## config.mk

```make
export PLATFORM = sky130hd
export DESIGN_NAME = stream_demux_flat
export DESIGN_NICKNAME = d
export VERILOG_FILES = /design/src/rtl/stream_demux_pkg.sv /design/src/rtl/stream_demux_if.sv /design/src/rtl/stream_demux_chan_reg.sv /design/src/rtl/stream_demux.sv /design/src/flat_wrapper.sv
export SDC_FILE = /design/constraint.sdc
export NUM_CORES = 1
export LEC_CHECK = 0
export ABC_CLOCK_PERIOD_IN_PS = 2700
export BUFFER_PORTS_ARGS = -buffer_cell sky130_fd_sc_hd__buf_2
export CORE_MARGIN = 8
export CORE_UTILIZATION = 56
export CTS_BUF_LIST = sky130_fd_sc_hd__clkbuf_4
export DETAILED_ROUTE_END_ITERATION = 8
export GPL_ROUTABILITY_DRIVEN = 0
export PLACE_DENSITY = 0.88
export SLEW_MARGIN = 20
export SYNTH_ARGS = -nofsm -noshare
export SYNTH_HDL_FRONTEND = slang
export SYNTH_SLANG_ARGS = --single-unit
```

## constraint.sdc

```tcl
create_clock -name clk -period 2.7 [get_ports clk]
set_input_delay 0.54 -clock clk [delete_from_list [all_inputs] [get_ports clk]]
set_output_delay 0.54 -clock clk [all_outputs]
set_load 0.005 [all_outputs]
```

## src/rtl/stream_demux_pkg.sv

```systemverilog
// ============================================================================
// Module  : stream_demux_pkg
// Brief   : Shared types and helpers for the stream_demux 1-to-N distributor.
// Revision: 1.0  initial release
// ============================================================================
`default_nettype none

package stream_demux_pkg;

  // Width of the optional saturating drop counter.
  localparam int DROP_CNT_W = 16;

  // Select width needed to address n channels.
  function automatic int sel_width(input int n);
    return $clog2(n);
  endfunction

  // Occupancy of a one-entry channel holding register.
  typedef enum logic [0:0] {
    CH_EMPTY = 1'b0,
    CH_FULL  = 1'b1
  } ch_state_t;

endpackage

`default_nettype wire

```

## src/rtl/stream_demux_if.sv

```systemverilog
// ============================================================================
// Module  : stream_demux_if
// Brief   : Producer-side input stream plus the N consumer-side channels of
//           stream_demux. "master" is the environment, "slave" the demux.
// Revision: 1.0  initial release
// ============================================================================
`default_nettype none

interface stream_demux_if
  import stream_demux_pkg::*;
#(
  parameter int N = 7,
  parameter int W = 8
);
  localparam int SEL_W = sel_width(N);

  logic               in_valid;
  logic [W-1:0]       in_data;
  logic [SEL_W-1:0]   in_sel;
  logic               in_ready;
  logic [N-1:0]       out_valid;
  logic [N*W-1:0]     out_data;
  logic [N-1:0]       out_ready;
  logic               sel_err;

  modport master (
    output in_valid, in_data, in_sel, out_ready,
    input  in_ready, out_valid, out_data, sel_err
  );

  modport slave (
    input  in_valid, in_data, in_sel, out_ready,
    output in_ready, out_valid, out_data, sel_err
  );

endinterface

`default_nettype wire

```

## src/rtl/stream_demux_chan_reg.sv

```systemverilog
// ============================================================================
// Module  : demux_chan_reg
// Brief   : One-entry holding register for a single demux output channel.
//           A write always wins over a drain, so a simultaneous drain and
//           write keeps the register full with the newer beat.
// Revision: 1.0  initial release
// ============================================================================
`default_nettype none

module demux_chan_reg
  import stream_demux_pkg::*;
#(
  parameter int W = 8
) (
  input  wire logic         clk,
  input  wire logic         rst_n,
  input  wire logic         i_wr_en,
  input  wire logic [W-1:0] i_wr_data,
  input  wire logic         i_rd_ready,
  output logic              o_valid,
  output logic [W-1:0]      o_data
);

  ch_state_t    r_state;
  logic [W-1:0] r_data;

  // Occupancy state machine and payload capture; data holds when not written.
  always_ff @(posedge clk or negedge rst_n) begin
    if (!rst_n) begin
      r_state <= CH_EMPTY;
      r_data  <= '0;
    end else begin
      case (r_state)
        CH_EMPTY: begin
          if (i_wr_en) begin
            r_state <= CH_FULL;
            r_data  <= i_wr_data;
          end
        end
        CH_FULL: begin
          if (i_wr_en) begin
            r_data  <= i_wr_data;
          end else if (i_rd_ready) begin
            r_state <= CH_EMPTY;
          end
        end
        default: r_state <= CH_EMPTY;
      endcase
    end
  end

  assign o_valid = (r_state == CH_FULL);
  assign o_data  = r_data;

endmodule

`default_nettype wire

```

## src/rtl/stream_demux.sv

```systemverilog
// ============================================================================
// Module  : stream_demux
// Brief   : Sequential 1-to-N stream demultiplexer with valid/ready on every
//           side. Each accepted beat lands in a one-entry register on the
//           selected channel; out-of-range selects are swallowed and flagged
//           with a one-cycle sel_err pulse.
// Options : STREAM_DEMUX_DROP_CNT_EN adds drop_cnt, a saturating count of
//           discarded out-of-range beats.
// Revision: 1.0  initial release
// ============================================================================
`default_nettype none

module stream_demux
  import stream_demux_pkg::*;
#(
  parameter int N = 7,
  parameter int W = 8
) (
  input  wire logic     clk,
  input  wire logic     rst_n,
  stream_demux_if.slave bus
`ifdef STREAM_DEMUX_DROP_CNT_EN
  ,
  output logic [DROP_CNT_W-1:0] drop_cnt
`endif
);

  localparam int SEL_W = sel_width(N);

  logic [N-1:0]   w_sel_hit;
  logic [N-1:0]   w_wr_en;
  logic [N-1:0]   w_out_valid;
  logic [N*W-1:0] w_out_data;
  logic           w_in_ready;
  logic           w_accept;
  logic           w_drop;
  logic           r_sel_err;

  // One-hot select decode; an out-of-range index matches no channel.
  always_comb begin
    w_sel_hit = '0;
    for (int k = 0; k < N; k++) begin
      w_sel_hit[k] = (bus.in_sel == SEL_W'(k));
    end
  end

  // Ready follows the addressed channel; unmatched selects are always taken.
  always_comb begin
    w_in_ready = 1'b1;
    for (int k = 0; k < N; k++) begin
      if (w_sel_hit[k]) begin
        w_in_ready = ~w_out_valid[k] | bus.out_ready[k];
      end
    end
  end

  assign w_accept = bus.in_valid & w_in_ready;
  assign w_wr_en  = {N{w_accept}} & w_sel_hit;
  assign w_drop   = w_accept & ~(|w_sel_hit);

  for (genvar k = 0; k < N; k++) begin : g_chan
    demux_chan_reg #(
      .W (W)
    ) u_chan (
      .clk        (clk),
      .rst_n      (rst_n),
      .i_wr_en    (w_wr_en[k]),
      .i_wr_data  (bus.in_data),
      .i_rd_ready (bus.out_ready[k]),
      .o_valid    (w_out_valid[k]),
      .o_data     (w_out_data[k*W +: W])
    );
  end

  // Flag a discarded out-of-range beat for exactly the following cycle.
  always_ff @(posedge clk or negedge rst_n) begin
    if (!rst_n) begin
      r_sel_err <= 1'b0;
    end else begin
      r_sel_err <= w_drop;
    end
  end

`ifdef STREAM_DEMUX_DROP_CNT_EN
  logic [DROP_CNT_W-1:0] r_drop_cnt;

  // Count discarded beats, holding at all-ones rather than wrapping.
  always_ff @(posedge clk or negedge rst_n) begin
    if (!rst_n) begin
      r_drop_cnt <= '0;
    end else if (w_drop && (r_drop_cnt != {DROP_CNT_W{1'b1}})) begin
      r_drop_cnt <= r_drop_cnt + 1'b1;
    end
  end

  assign drop_cnt = r_drop_cnt;
`endif

  assign bus.in_ready  = w_in_ready;
  assign bus.out_valid = w_out_valid;
  assign bus.out_data  = w_out_data;
  assign bus.sel_err   = r_sel_err;

endmodule

`default_nettype wire

```

## src/flat_wrapper.sv

```systemverilog
// flat-port wrapper written by rule: the top's interface ports become plain ports
module stream_demux_flat import stream_demux_pkg::*;
#(
  parameter int N = 7,
  parameter int W = 8
)
  (clk, rst_n, bus_in_valid, bus_in_data, bus_in_sel, bus_out_ready, bus_in_ready, bus_out_valid, bus_out_data, bus_sel_err);
  stream_demux_if #(.N(N), .W(W)) bus_i ();
  input  wire logic clk;
  input  wire logic rst_n;
  input wire logic [$bits(bus_i.in_valid)-1:0] bus_in_valid;
  input wire logic [$bits(bus_i.in_data)-1:0] bus_in_data;
  input wire logic [$bits(bus_i.in_sel)-1:0] bus_in_sel;
  input wire logic [$bits(bus_i.out_ready)-1:0] bus_out_ready;
  output wire logic [$bits(bus_i.in_ready)-1:0] bus_in_ready;
  output wire logic [$bits(bus_i.out_valid)-1:0] bus_out_valid;
  output wire logic [$bits(bus_i.out_data)-1:0] bus_out_data;
  output wire logic [$bits(bus_i.sel_err)-1:0] bus_sel_err;
  assign bus_i.in_valid = bus_in_valid;
  assign bus_i.in_data = bus_in_data;
  assign bus_i.in_sel = bus_in_sel;
  assign bus_i.out_ready = bus_out_ready;
  assign bus_in_ready = bus_i.in_ready;
  assign bus_out_valid = bus_i.out_valid;
  assign bus_out_data = bus_i.out_data;
  assign bus_sel_err = bus_i.sel_err;
  stream_demux #(.N(N), .W(W)) u_core (.clk(clk), .rst_n(rst_n), .bus(bus_i));
endmodule
```

; ---- After elaboration in Yosys (flattened, before gate mapping)
; Cells that the tools add are included.
; W data, S select, Z words.
[classes]
add_sub_neg = 0
n_mul = 0
div = 0
magnitude_cmp = 0
eq_ne = 6
shifts = 0
muxes = 42
bitwise_logic = 18
reduce_logical = 2
[op_table]
columns = op, n
row1 = $mux W8, 7
row2 = $mux W1, 28
row3 = $pmux W1 S2, 7
row4 = $eq A3 B3 Y1 const B, 3
row5 = $not A1 Y1, 8
row6 = $and A7 B7 Y7, 1
row7 = $or A1 B1 Y1, 7
row8 = $reduce_or A7 Y1, 1
row9 = $eq A3 B2 Y1 const B, 2
row10 = $eq A3 B1 Y1 const B, 1
row11 = $logic_not A3 Y1, 1
row12 = $and A1 B1 Y1, 2
[totals]
reg_bits = 64
latch_bits = 0
mem_bits_rw = 0
rom_bits = 0
input_bits = 21
output_inout_bits = 65
word_cells = 83
memories = 0

; ---- Depth between registers and ports, before layout
; Gate-level depths: netlist (run 1).
[logic_depth]
depth_word = 13
mapped_depth = 5
ltp_nobuf = 3

; ---- By module
; A second synthesis (run 1) with hierarchy kept.
[unflattened]
hier_cells = 171
area_unflattened_um2 = 2815.2
[by_module_without_submodules]
columns = module, n_inst, cells_per_inst, area_each_um2, seq_area_each_um2
row1 = demux_chan_reg, 7, 20, 369.1, 225.2
row2 = stream_demux, 1, 31, 231.5, 25.0

; ---- Worst setup path before layout (run 1)
; OpenSTA, ideal clock, no wires.
[synth_timing]
path_kind = input to output
startpoint = input port bus_in_sel[2]
endpoint = output port bus_in_ready
t_arrival_ns = 1.481
required_ns = 2.160
path_slack_ns = 0.679
path_stages = 4
path_buffers = 1
cell_sequence = buf_2 or4b_1 a41oi_1 a211oi_1
[synth_between]
elab_chain_len = 8
elab_cells_between_ends = 14
classes_between = eq/ne (6) / mux (7) / reduce/logical (1)
[synth_lines]
columns = item, line_no
row1 = start: declaration, flat_wrapper.sv:13  ; input wire logic [$bits(bus_i.in_sel)-1:0] bus_in_sel;
row2 = $logic_not A3 Y1, stream_demux.sv:43  ; w_sel_hit[k] = (bus.in_sel == SEL_W'(k));
row3 = $mux W1 (6 in series), stream_demux.sv:51  ; if (w_sel_hit[k]) begin
row4 = $mux W1 (*), stream_demux.sv:51
row5 = end: declaration, flat_wrapper.sv:15  ; output wire logic [$bits(bus_i.in_ready)-1:0] bus_in_ready;
; Every way passes the cells marked *; elsewhere a longest branch is shown, timed or not.

; ---- Worst setup path in the final report (run 1)
[layout_timing]
startpoint = register u_core.g_chan[4].u_chan.r_state
endpoint = output port bus_in_ready
[layout_between]
elab_chain_len = 5
[layout_lines]
columns = item, line_no
row1 = start: declaration, stream_demux_chan_reg.sv:24  ; ch_state_t r_state;
row2 = start signal: assignment, stream_demux_chan_reg.sv:30  ; r_state <= CH_EMPTY;
row3 = start signal: assignment, stream_demux_chan_reg.sv:36  ; r_state <= CH_FULL;
row4 = start signal: assignment, stream_demux_chan_reg.sv:44  ; r_state <= CH_EMPTY;
row5 = $not A1 Y1, stream_demux.sv:52  ; w_in_ready = ~w_out_valid[k] | bus.out_ready[k];
row6 = $or A1 B1 Y1, stream_demux.sv:52
row7 = $mux W1 (3 in series), stream_demux.sv:51
; Every way passes these cells.

==> impl_metrics.json, run 1 <==
{
  "place_area_um2": 3043,
  "cts_buffers": 9,
  "synthMuxAreaShare_pct": 24.64,
  "leakage_uw": 0.001567,
  "post-cts-setup-buffers": 0,
  "portBuffers": 85,
  "drv_cap": 0,
  "routedWlPerCell_um": 18.29,
  "fin_crit_ns": 2.226,
  "path_class": "flop to output pin",
  "syn_area_per_cell_um2": 15.48,
  "drc": 0,
  "grt_start_max_net_pins": 34,
  "drt_iter0_drc": 47,
  "path_cells": "or4bb_1 > a41oi_1 > a211oi_1 > buf_2",
  "vias": 1677,
  "clock-root-buffer": "clkbuf_4",
  "start_kind": "flop",
  "grt_overflow": 0,
  "instances_no_fill": 315,
  "ys_warn_count": 0,
  "crit_slowest_cell": "or4bb_1",
  "max_stage_delay_ns": 0.49,
  "htree_levels": 3,
  "fin_nets": 279,
  "grt_use_total_pct": 16.85,
  "crit_fanout": 3,
  "die_h_um": 84.14,
  "fin_skew_ns": 0.008678,
  "final_hold_viol_count": 0,
  "grt_pass1_wl_um": 9466,
  "antenna_found_initial": 0,
  "rsz0062_at_grt": "false",
  "synthCells": 168,
  "drive_above_1_share_pct": 62.36,
  "rows": 24,
  "worst_skew_pair.late_latency_ns": 0.39,
  "cp.arrival_ns": 1.69,
  "dp_hpwl_um": 4276,
  "area_delta_synth_final_pct": 21.51,
  "synth_top_family_by_area": "multiplexers",
  "start_util_pct": 58.90,
  "numClockSinks": 64,
  "drt-pass1-iter-count": 4,
  "synth_xor_area_share_pct": 0,
  "report.final.setup_viol": 0,
  "core-area_um2": 4414,
  "irDropWorstVdd_mv": 0.4222,
  "synth-simple-area-share_pct": 10.35,
  "ys_seq_area_share_pct": 61.60,
  "period_share_pct": 82.46,
  "synth_fp_nets": 189,
  "final_area_um2": 3159,
  "setup_tns_ns": 0,
  "clk_pin_slew_ns": 0.10,
  "drt-total-wl_um": 5762,
  "io_pins": 86,
  "synth_compound_area_share_pct": 1.011,
  "cp.required_ns": 2.16,
  "die_w_um": 84.14,
  "antennaDiodeCount": 0,
  "finalPower_uw": 2271,
  "syn_area_um2": 2600,
  "tritoncts": "built",
  "slew_headroom_pct": 60.37,
  "vias_per_cell": 5.324,
  "synth_fa_ha_area_share_pct": 0,
  "placed_cells": 298,
  "max_freq_ghz": 0.4492,
  "synth-seq-cells": 64,
  "drv_slew": 0,
  "p_per_area_nw_per_um2": 718.8,
  "cts_buffer_depth": 2,
  "antenna_left": 0,
  "tightest_slew_ns": 0.5938,
  "ys_types": 24,
  "nFillCells": 317,
  "grt_pass1_vias": 1878,
  "fin_worst_hold_slack_ns": 0.4531,
  "die-area_um2": 7080,
  "hold_path_class": "input pin to async pin",
  "status": "finished clean",
  "end_kind": "output pin"
}
-- sequential cells by signal, indices dropped and copies added, names as in the netlist --
name,count
u_core.g_chan.u_chan.o_data,56
u_core.g_chan.u_chan.o_valid,7
u_core.bus.sel_err,1
-- cells in the final DEF (no fill, tap or decap), types with 3 or more instances in the layout --
cell type  instances
buf_2             85
clkbuf_4          11
clkinv_1           3
dfrtp_1           64
mux2_2            56
nand2_1            6
nand2b_1           8
nor3b_4            3
-- worst paths after layout --
path	endpoint	cells after the start	slack, ns	start
hold / removal	u_core.bus.sel_err	2	0.45	rst_n
hold reg to reg	u_core.g_chan[3].u_chan.o_data[2]	1	0.51	u_core.g_chan[3].u_chan.o_data[2]
max in group asynchronous	u_core.g_chan[6].u_chan.o_data[3]	4	1.23	rst_n
setup reg to reg	u_core.g_chan[3].u_chan.o_data[6]	3	1.08	u_core.g_chan[3].u_chan.o_valid
min in group clk	u_core.g_chan[3].u_chan.o_data[4]	2	0.46	bus_in_data[4]
setup / recovery	bus_in_ready	4	0.47	u_core.g_chan[4].u_chan.o_valid
-- synthesized netlist by cell type --
| cell type | n | area share (%) |
|---|---|---|
| nor2_1 | 2 | 0.29 |
| mux2_2 | 56 | 24 |
| buf_2 | 2 | 0.39 |
| mux2i_1 | 1 | 0.39 |
| a211oi_1 | 1 | 0.29 |
| nand2_1 | 6 | 0.87 |
| and3_1 | 2 | 0.48 |
| or4b_1 | 1 | 0.39 |
| nand2b_1 | 8 | 1.9 |
| o21ai_0 | 2 | 0.39 |
| nor3b_4 | 3 | 2.2 |
| dfrtp_1 | 64 | 62 |
| nand3_1 | 1 | 0.19 |
| or2_2 | 1 | 0.24 |
| or4bb_1 | 2 | 0.87 |
| and2b_1 | 1 | 0.29 |
| nand4_2 | 1 | 0.48 |
| a41oi_1 | 1 | 0.34 |
| nor2b_1 | 2 | 0.48 |
| nand3b_2 | 1 | 0.43 |
| nand4b_1 | 1 | 0.34 |
| nor2b_4 | 1 | 0.53 |
| nand3_2 | 1 | 0.39 |
| buf_4 | 7 | 2.0 |
-- timing repair --
item                      in CTS  in global routing
hold buffers                   1                  0
gates resized for setup        0                  0
hold endpoints to repair       1                  0
-- where the power goes --
group / switching [µW] / internal, µW
logic: 213 / 294
registers: 94.9 / 1150
clock network: 317 / 200
total: 625 / 1650
-- final cells by class --
type | instances | area (µm²) | share of cell area [%]
Clock inverter | 5 | 23.77 | 0.7525
Timing Repair Buffer | 88 | 450.4 | 14.26
Tap cell | 52 | 65.06 | 2.059
Sequential cell | 64 | 1602 | 50.69
Clock buffer | 11 | 82.58 | 2.614
Multi-Input combinational cell | 95 | 935.9 | 29.62
-- worst max-delay path: cells and delay by family (launching register included) --
family          cells  cell delay (ns)
buf+inv             1             0.13
compound gates      2             0.29
flops               1             0.39
simple gates        1             0.49
-- cell families after synthesis --
group,count (synthesis)
AO/OA/AOI/OAI,4
multiplexers,57
flip-flops,64
buffers and inverters,9
AND/OR/NAND/NOR,34
-- stage by stage --
stage	utilization [%]	setup WS, ns
floorplan	-	0.6795
global placement	68.93	0.5381
detailed placement	68.93	0.5199
CTS	71.57	0.4517
global route	71.57	0.3708
finish	71.57	0.4736
-- metal layers --
| layer | routed length [µm] | vias up | track usage [%] |
|---|---|---|---|
| li1 | - | 783 | - |
| met1 | 2398 | 823 | 19.15 |
| met2 | 2689 | 64 | 26.32 |
| met3 | 621 | 7 | 9.275 |
| met4 | 53 | 0 | 5.651 |
| met5 | 0 | - | 0 |
No activity file was read; power rests on OpenSTA's default activity.
==> run 2: changes to the inputs <==
--- a/config.mk
+++ b/config.mk
@@ -5,14 +5,14 @@
 export SDC_FILE = /design/constraint.sdc
 export NUM_CORES = 1
 export LEC_CHECK = 0
-export ABC_CLOCK_PERIOD_IN_PS = 2700
+export ABC_CLOCK_PERIOD_IN_PS = 1800
 export BUFFER_PORTS_ARGS = -buffer_cell sky130_fd_sc_hd__buf_2
 export CORE_MARGIN = 8
-export CORE_UTILIZATION = 56
+export CORE_UTILIZATION = 47
 export CTS_BUF_LIST = sky130_fd_sc_hd__clkbuf_4
 export DETAILED_ROUTE_END_ITERATION = 8
 export GPL_ROUTABILITY_DRIVEN = 0
-export PLACE_DENSITY = 0.88
+export PLACE_DENSITY = 0.79
 export SLEW_MARGIN = 20
 export SYNTH_ARGS = -nofsm -noshare
 export SYNTH_HDL_FRONTEND = slang
==> constraint.sdc (replaced) <==
create_clock -name clk -period 1.8 [get_ports clk]
set_input_delay 0.36 -clock clk [delete_from_list [all_inputs] [get_ports clk]]
set_output_delay 0.36 -clock clk [all_outputs]
set_load 0.005 [all_outputs]
==> run 2 against run 1 <==
  * The flow now finishes with violations (setup timing)
  * Core utilization decreased by 9.5 points
  * Largest power group unchanged
  * Global-route usage is 1.2 points lower
  * Clock skew barely moved
  * Total power rose by 65%
  * Non-clock buffer count increased by 13
  * Critical path depth did not move
  * Flip-flop and latch count stayed put
  * Die area is 15% higher
  * Design area rose by 6.9%
  * Sequential share of layout area down 3.3 points
  * Final cell count increased by 10%
  * Wire length increased by 5.3%
==> impl_metrics.json, run 2 (synthesis results as in run 1) <==
{
  "status": "finished, violations left",
  "violations": "setup timing",
  "use_met2_pct": 23.19,
  "path_cells": "or4bb_1 > a41oi_2 > a211oi_2 > buf_2",
  "p_clk_share_pct": 29.1,
  "grt_pass1_vias": 1884,
  "timing.rr.start": "u_core.g_chan[3].u_chan.o_valid",
  "power_frac_seq_pct": 49.9,
  "io_pins": 86,
  "final_hold_viol_count": 0,
  "crit_slowest_cell": "or4bb_1",
  "antenna_left": 0,
  "mostFrequentLayoutCells": "buf_2 (85), dfrtp_1 (64), mux2_2 (56), buf_4 (13), clkbuf_4 (10)",
  "clock-root-buffer": "clkbuf_4",
  "power.share.switching_pct": 26.13,
  "setup_tns_ns": -0.1409,
  "crit_family": "simple AND/OR/NAND/NOR gates",
  "start_util_pct": 47.80,
  "period_share_pct": 107.8,
  "die_h_um": 90.38,
  "top_usage_layer": "met2",
  "switchingPower_uw": 977.0,
  "largest_reg_flops": 56,
  "core-area_um2": 5439,
  "grt_pass1_wl_um": 9998,
  "startpoint": "u_core.g_chan[4].u_chan.o_valid",
  "routedWlPerCell_um": 17.44,
  "finalPower_uw": 3739,
  "final_common_cell": "buf_2",
  "crit_end": "bus_in_ready",
  "cp.arrival_ns": 1.58,
  "rr_worst_depth": 5,
  "die_w_um": 90.38,
  "end_kind": "output pin",
  "antenna_found_initial": 0,
  "pre_cts_slack_ns": -0.0002730,
  "drt_iter0_drc": 29,
  "cts_buffer_depth": 2,
  "hold_path_class": "input pin to flop",
  "dp_hpwl_um": 4410,
  "worstSetupPathDepth": 4,
  "grt_use_total_pct": 15.66,
  "area_delta_synth_final_pct": 29.84,
  "portBuffers": 85,
  "report.final.setup_viol": 1,
  "rsz0062_at_grt": "true",
  "p_int_uw": 2762,
  "drv_cap": 0,
  "cp.required_ns": 1.44,
  "clk_pin_slew_ns": 0.11,
  "rows": 27,
  "slew_headroom_pct": 77.69,
  "fin_ws_ns": -0.1409,
  "max_freq_ghz": 0.5152,
  "fin_crit_ns": 1.941,
  "die-area_um2": 8168,
  "crit_fanout": 2,
  "tightest_slew_ns": 0.3347,
  "gr-usage-met3_pct": 8.894,
  "drt-pass1-iter-count": 3,
  "path_class": "flop to output pin",
  "drc": 0,
  "combPwrFrac_pct": 21.0,
  "cts_buffers": 9,
  "fin_skew_ns": 0.008443,
  "htree_levels": 3,
  "multi_input_area_um2": 952.2,
  "leakage_uw": 0.001675,
  "grt_overflow": 0,
  "drive_above_1_share_pct": 66.30,
  "p_per_area_nw_per_um2": 1108,
  "max_stage_delay_ns": 0.42,
  "drv_slew": 0,
  "vias_per_cell": 4.876,
  "irDropWorstVdd_mv": 0.6755,
  "nFillCells": 446,
  "drt-total-wl_um": 6068,
  "numClockSinks": 64,
  "grt_start_max_net_pins": 65,
  "fin_nets": 292,
  "reg2reg_slack_ns": 0.30,
  "vias": 1697,
  "start_kind": "flop",
  "antennaDiodeCount": 0,
  "grt_use_met1_pct": 18.91,
  "tritoncts": "built",
  "reg2reg_to": "u_core.g_chan[3].u_chan.o_data[6]",
  "worst_skew_pair.late_latency_ns": 0.39,
  "worst-path-buf-inv": 1,
  "regArea_um2": 1602
}
==> run 2: cell types whose count changed in the layout (fill, tap and decap cells not counted), moves of 2 or more <==
| cell | change |
|---|---|
| bufinv_16 | +2 |
| clkinv_2 | +2 |
| buf_12 | +2 |
| buf_4 | +11 |
| clkinv_1 | -3 |
==> run 2: final cells by class <==
| cell class | count | area share [%] |
|---|---|---|
| multi-input combinational | 95 | 28.21 |
| clock buffer | 10 | 2.224 |
| timing repair buffer | 101 | 16.98 |
| clock inverter | 6 | 2.483 |
| sequential | 64 | 47.44 |
| tap | 72 | 2.669 |
==> run 2: how the worst min path moves through the flow <==
stage                                 from                           endpoint  slack (ns)  cells after the start
after detailed placement             rst_n  u_core.g_chan[6].u_chan.o_data[2]        0.40                      2
after global routing        bus_in_data[4]  u_core.g_chan[0].u_chan.o_data[4]        0.25                      2
after floorplan                      rst_n                 u_core.bus.sel_err        0.06                      0
final                     bus_out_ready[5]    u_core.g_chan[5].u_chan.o_valid        0.27                      3
after global placement               rst_n  u_core.g_chan[3].u_chan.o_data[2]        0.40                      2
after CTS                   bus_in_data[2]  u_core.g_chan[0].u_chan.o_data[2]        0.24                      2
==> run 2: power by group through the flow <==
stage	registers, µW	logic, µW	clock network [µW]
2_1_floorplan	1920	314	0
3_3_place_gp	1880	774	0
3_5_place_dp	1900	798	0
4_1_cts	1870	809	1130
5_1_grt	1910	870	1180
6_report	1870	785	1090
==> run 2: routing by layer <==
| metal | part of all wire, % | up-vias |
|---|---|---|
| li1 | - | 806 |
| met1 | 45 | 827 |
| met2 | 45 | 59 |
| met3 | 9.4 | 5 |
| met4 | 0.68 | 0 |
| met5 | 0 | - |
==> run 2: worst register-to-register path, cell delays in order, from the launching register on <==
cell	delay, ns
dfrtp_1	0.38
nor2b_1	0.14
buf_4	0.14
nor3b_4	0.22
buf_12	0.17
mux2_2	0.33
==> run 2: repair_timing <==
| action | 4_1_cts | 5_1_grt |
|---|---|---|
| endpoints found under the hold margin | 64 | 0 |
| gates resized for setup | 3 | 0 |
| hold buffers | 1 | 0 |
| pin swaps | 4 | 0 |
| setup endpoints to repair | 1 | 1 |
| setup buffers | 3 | 1 |
==> run 2: metrics by stage <==
| step | hold WS, ns | area, µm² | utilization (%) | instances |
|---|---|---|---|---|
| floorplan | 0.06441 | 2600 | - | 168 |
| global placement | 0.3994 | 3161 | 58.11 | 327 |
| detailed placement | 0.4009 | 3161 | 58.11 | 327 |
| CTS | 0.2426 | 3368 | 61.93 | 347 |
| global route | 0.2502 | 3376 | 62.07 | 348 |
| finish | 0.2696 | 3376 | 62.07 | 348 |
==> run 3: changes to the inputs <==
--- a/config.mk
+++ b/config.mk
@@ -5,14 +5,14 @@
 export SDC_FILE = /design/constraint.sdc
 export NUM_CORES = 1
 export LEC_CHECK = 0
-export ABC_CLOCK_PERIOD_IN_PS = 1800
+export ABC_CLOCK_PERIOD_IN_PS = 2110
 export BUFFER_PORTS_ARGS = -buffer_cell sky130_fd_sc_hd__buf_2
 export CORE_MARGIN = 8
-export CORE_UTILIZATION = 47
+export CORE_UTILIZATION = 52
 export CTS_BUF_LIST = sky130_fd_sc_hd__clkbuf_4
 export DETAILED_ROUTE_END_ITERATION = 8
 export GPL_ROUTABILITY_DRIVEN = 0
-export PLACE_DENSITY = 0.79
+export PLACE_DENSITY_LB_ADDON = 0.25
 export SLEW_MARGIN = 20
 export SYNTH_ARGS = -nofsm -noshare
 export SYNTH_HDL_FRONTEND = slang
==> constraint.sdc (replaced) <==
create_clock -name clk -period 2.11 [get_ports clk]
set_input_delay 0.422 -clock clk [delete_from_list [all_inputs] [get_ports clk]]
set_output_delay 0.422 -clock clk [all_outputs]
set_load 0.005 [all_outputs]
==> run 3 against run 2 <==
  * The flow now finishes without violations
  * Clock skew is 0.0012 ns lower
  * Final cell count is 5.2% lower
  * Sequential share of layout area is 2.6 points higher
  * Clock power is 37% lower
  * Via count is 1.0% lower
  * Sequential power is 15% lower
  * Design area is 5.2% lower
  * Setup slack better by 0.22 ns
  * Hold slack worse by 0.24 ns
  * Critical path depth stayed put
  * Total power is 22% lower
  * Largest power group unchanged
==> impl_metrics.json, run 3 (synthesis results as in run 1) <==
{
  "vias_per_cell": 5.091,
  "fin_crit_ns": 2.029,
  "drv_slew": 0,
  "htree_levels": 3,
  "ctsHoldBuffers": 0,
  "antenna_left": 0,
  "crit_fanout": 3,
  "rows": 25,
  "timing.rr.start": "u_core.g_chan[3].u_chan.o_valid",
  "core-area_um2": 4786,
  "dp_hpwl_um": 4280,
  "drt-pass1-iter-count": 4,
  "numClockSinks": 64,
  "cts_buffer_depth": 2,
  "die-area_um2": 7519,
  "start_util_pct": 54.33,
  "status": "finished clean",
  "tritoncts": "built",
  "portBuffers": 85,
  "routedWlPerCell_um": 17.57,
  "clk_pin_slew_ns": 0.11,
  "leakage_uw": 0.001579,
  "worst_skew_pair.late_latency_ns": 0.38,
  "mostFrequentLayoutCells": "buf_2 (85), dfrtp_1 (64), mux2_2 (56), clkbuf_4 (12), nand2b_1 (8)",
  "reg2reg_to": "u_core.g_chan[3].u_chan.o_data[7]",
  "antenna_found_initial": 0,
  "slew_headroom_pct": 61.43,
  "antennaDiodeCount": 0,
  "drt_iter0_drc": 53,
  "report.final.setup_viol": 0,
  "rr_worst_depth": 4,
  "drv_cap": 0,
  "rsz0062_at_grt": "false",
  "final_common_cell": "buf_2",
  "tightest_slew_ns": 0.5785,
  "largest_reg_flops": 56,
  "max_freq_ghz": 0.4928,
  "irDropWorstVdd_mv": 0.6037,
  "end_kind": "output pin",
  "grt_pass1_vias": 1798,
  "path_class": "flop to output pin",
  "die_w_um": 86.71,
  "grt_use_total_pct": 16.12,
  "final_hold_viol_count": 0,
  "fin_skew_ns": 0.007194,
  "grt_overflow": 0,
  "grt_pass1_wl_um": 9197,
  "reg2reg_slack_ns": 0.53,
  "cts_buffers": 9,
  "cp.required_ns": 1.69,
  "setup_tns_ns": 0,
  "pre_cts_slack_ns": 0.1790,
  "start_kind": "flop",
  "die_h_um": 86.71,
  "clock-root-buffer": "clkbuf_4",
  "vias": 1680,
  "area_delta_synth_final_pct": 23.10,
  "io_pins": 86,
  "hold_path_class": "input pin to async pin",
  "drc": 0,
  "fin_ws_ns": 0.08064,
  "drive_above_1_share_pct": 63.88,
  "grt_start_max_net_pins": 40,
  "p_per_area_nw_per_um2": 914.9,
  "cp.arrival_ns": 1.61,
  "drt-total-wl_um": 5797,
  "fin_nets": 279,
  "period_share_pct": 96.18
}
-- run 3: cell count changes in the layout (fill, tap and decap cells not counted) --
cell / delta
clkbuf_4: +2
bufinv_16: -2
clkinv_4: -1
or4b_4: -1
or4b_1: +1
buf_4: -11
a211oi_1: +1
dlygate4sd3_1: -1
clkinv_1: +1
clkinv_2: -1
clkinvlp_4: +1
buf_12: -1
a211oi_2: -1
-- run 3: worst max path at each step --
stage	start	endpoint
3_3_place_gp	bus_in_sel[2]	bus_in_ready
4_1_cts	u_core.g_chan[4].u_chan.o_valid	bus_in_ready
6_report	u_core.g_chan[1].u_chan.o_valid	bus_in_ready
2_1_floorplan	bus_in_sel[2]	bus_in_ready
3_5_place_dp	bus_in_sel[2]	bus_in_ready
5_1_grt	u_core.g_chan[1].u_chan.o_valid	bus_in_ready
-- run 3: cell type report --
type / instances / area [µm²]
flip-flops and latches: 64 / 1602
fillers: 386 / 1585
multi-input cells: 95 / 943.4
repair buffers: 88 / 460.4
clock buffers: 12 / 90.09
well taps: 67 / 83.83
clock inverters: 4 / 21.27
-- run 3: metrics by stage --
stage          utilization (%)  power (µW)  area [µm²]  hold slack [ns]  instances
6_report                 66.88        2928        3201          0.03038        330
3_3_place_gp             64.39        2261        3082           0.4556        314
3_5_place_dp             64.39        2287        3082           0.4532        314
5_1_grt                  66.88        3109        3201          0.03189        330
2_1_floorplan                -        1905        2600           0.1264        168
4_1_cts                  66.72        2969        3193          0.02269        330
-- run 3: worst max-delay path, stage by stage (launching register included) --
cell and delay (ns):
dfrtp_1 0.40, or4bb_1 0.51, a41oi_2 0.14, a211oi_1 0.06, buf_2 0.13
-- run 3: power breakdown --
| part | switching (µW) | total, µW | internal, µW |
|---|---|---|---|
| Sequential | 121 | 1590 | 1470 |
| Clock | 410 | 685 | 276 |
| Combinational | 271 | 648 | 377 |
| Total | 801 | 2930 | 2130 |
-- run 3: routing by layer --
metal | wire length (µm) | GRT usage, % | share of wire, % | vias up
met5 | 0 | 0 | 0 | -
met4 | 21 | 6.573 | 0.36 | 0
met3 | 492 | 6.522 | 8.5 | 2
met2 | 2804 | 24.58 | 48 | 53
met1 | 2479 | 19.78 | 43 | 852
li1 | - | - | - | 773
-- run 3: timing repair --
action	CTS	global route
buffers inserted	0	0
setup endpoints to repair	0	1
resized for setup	0	1
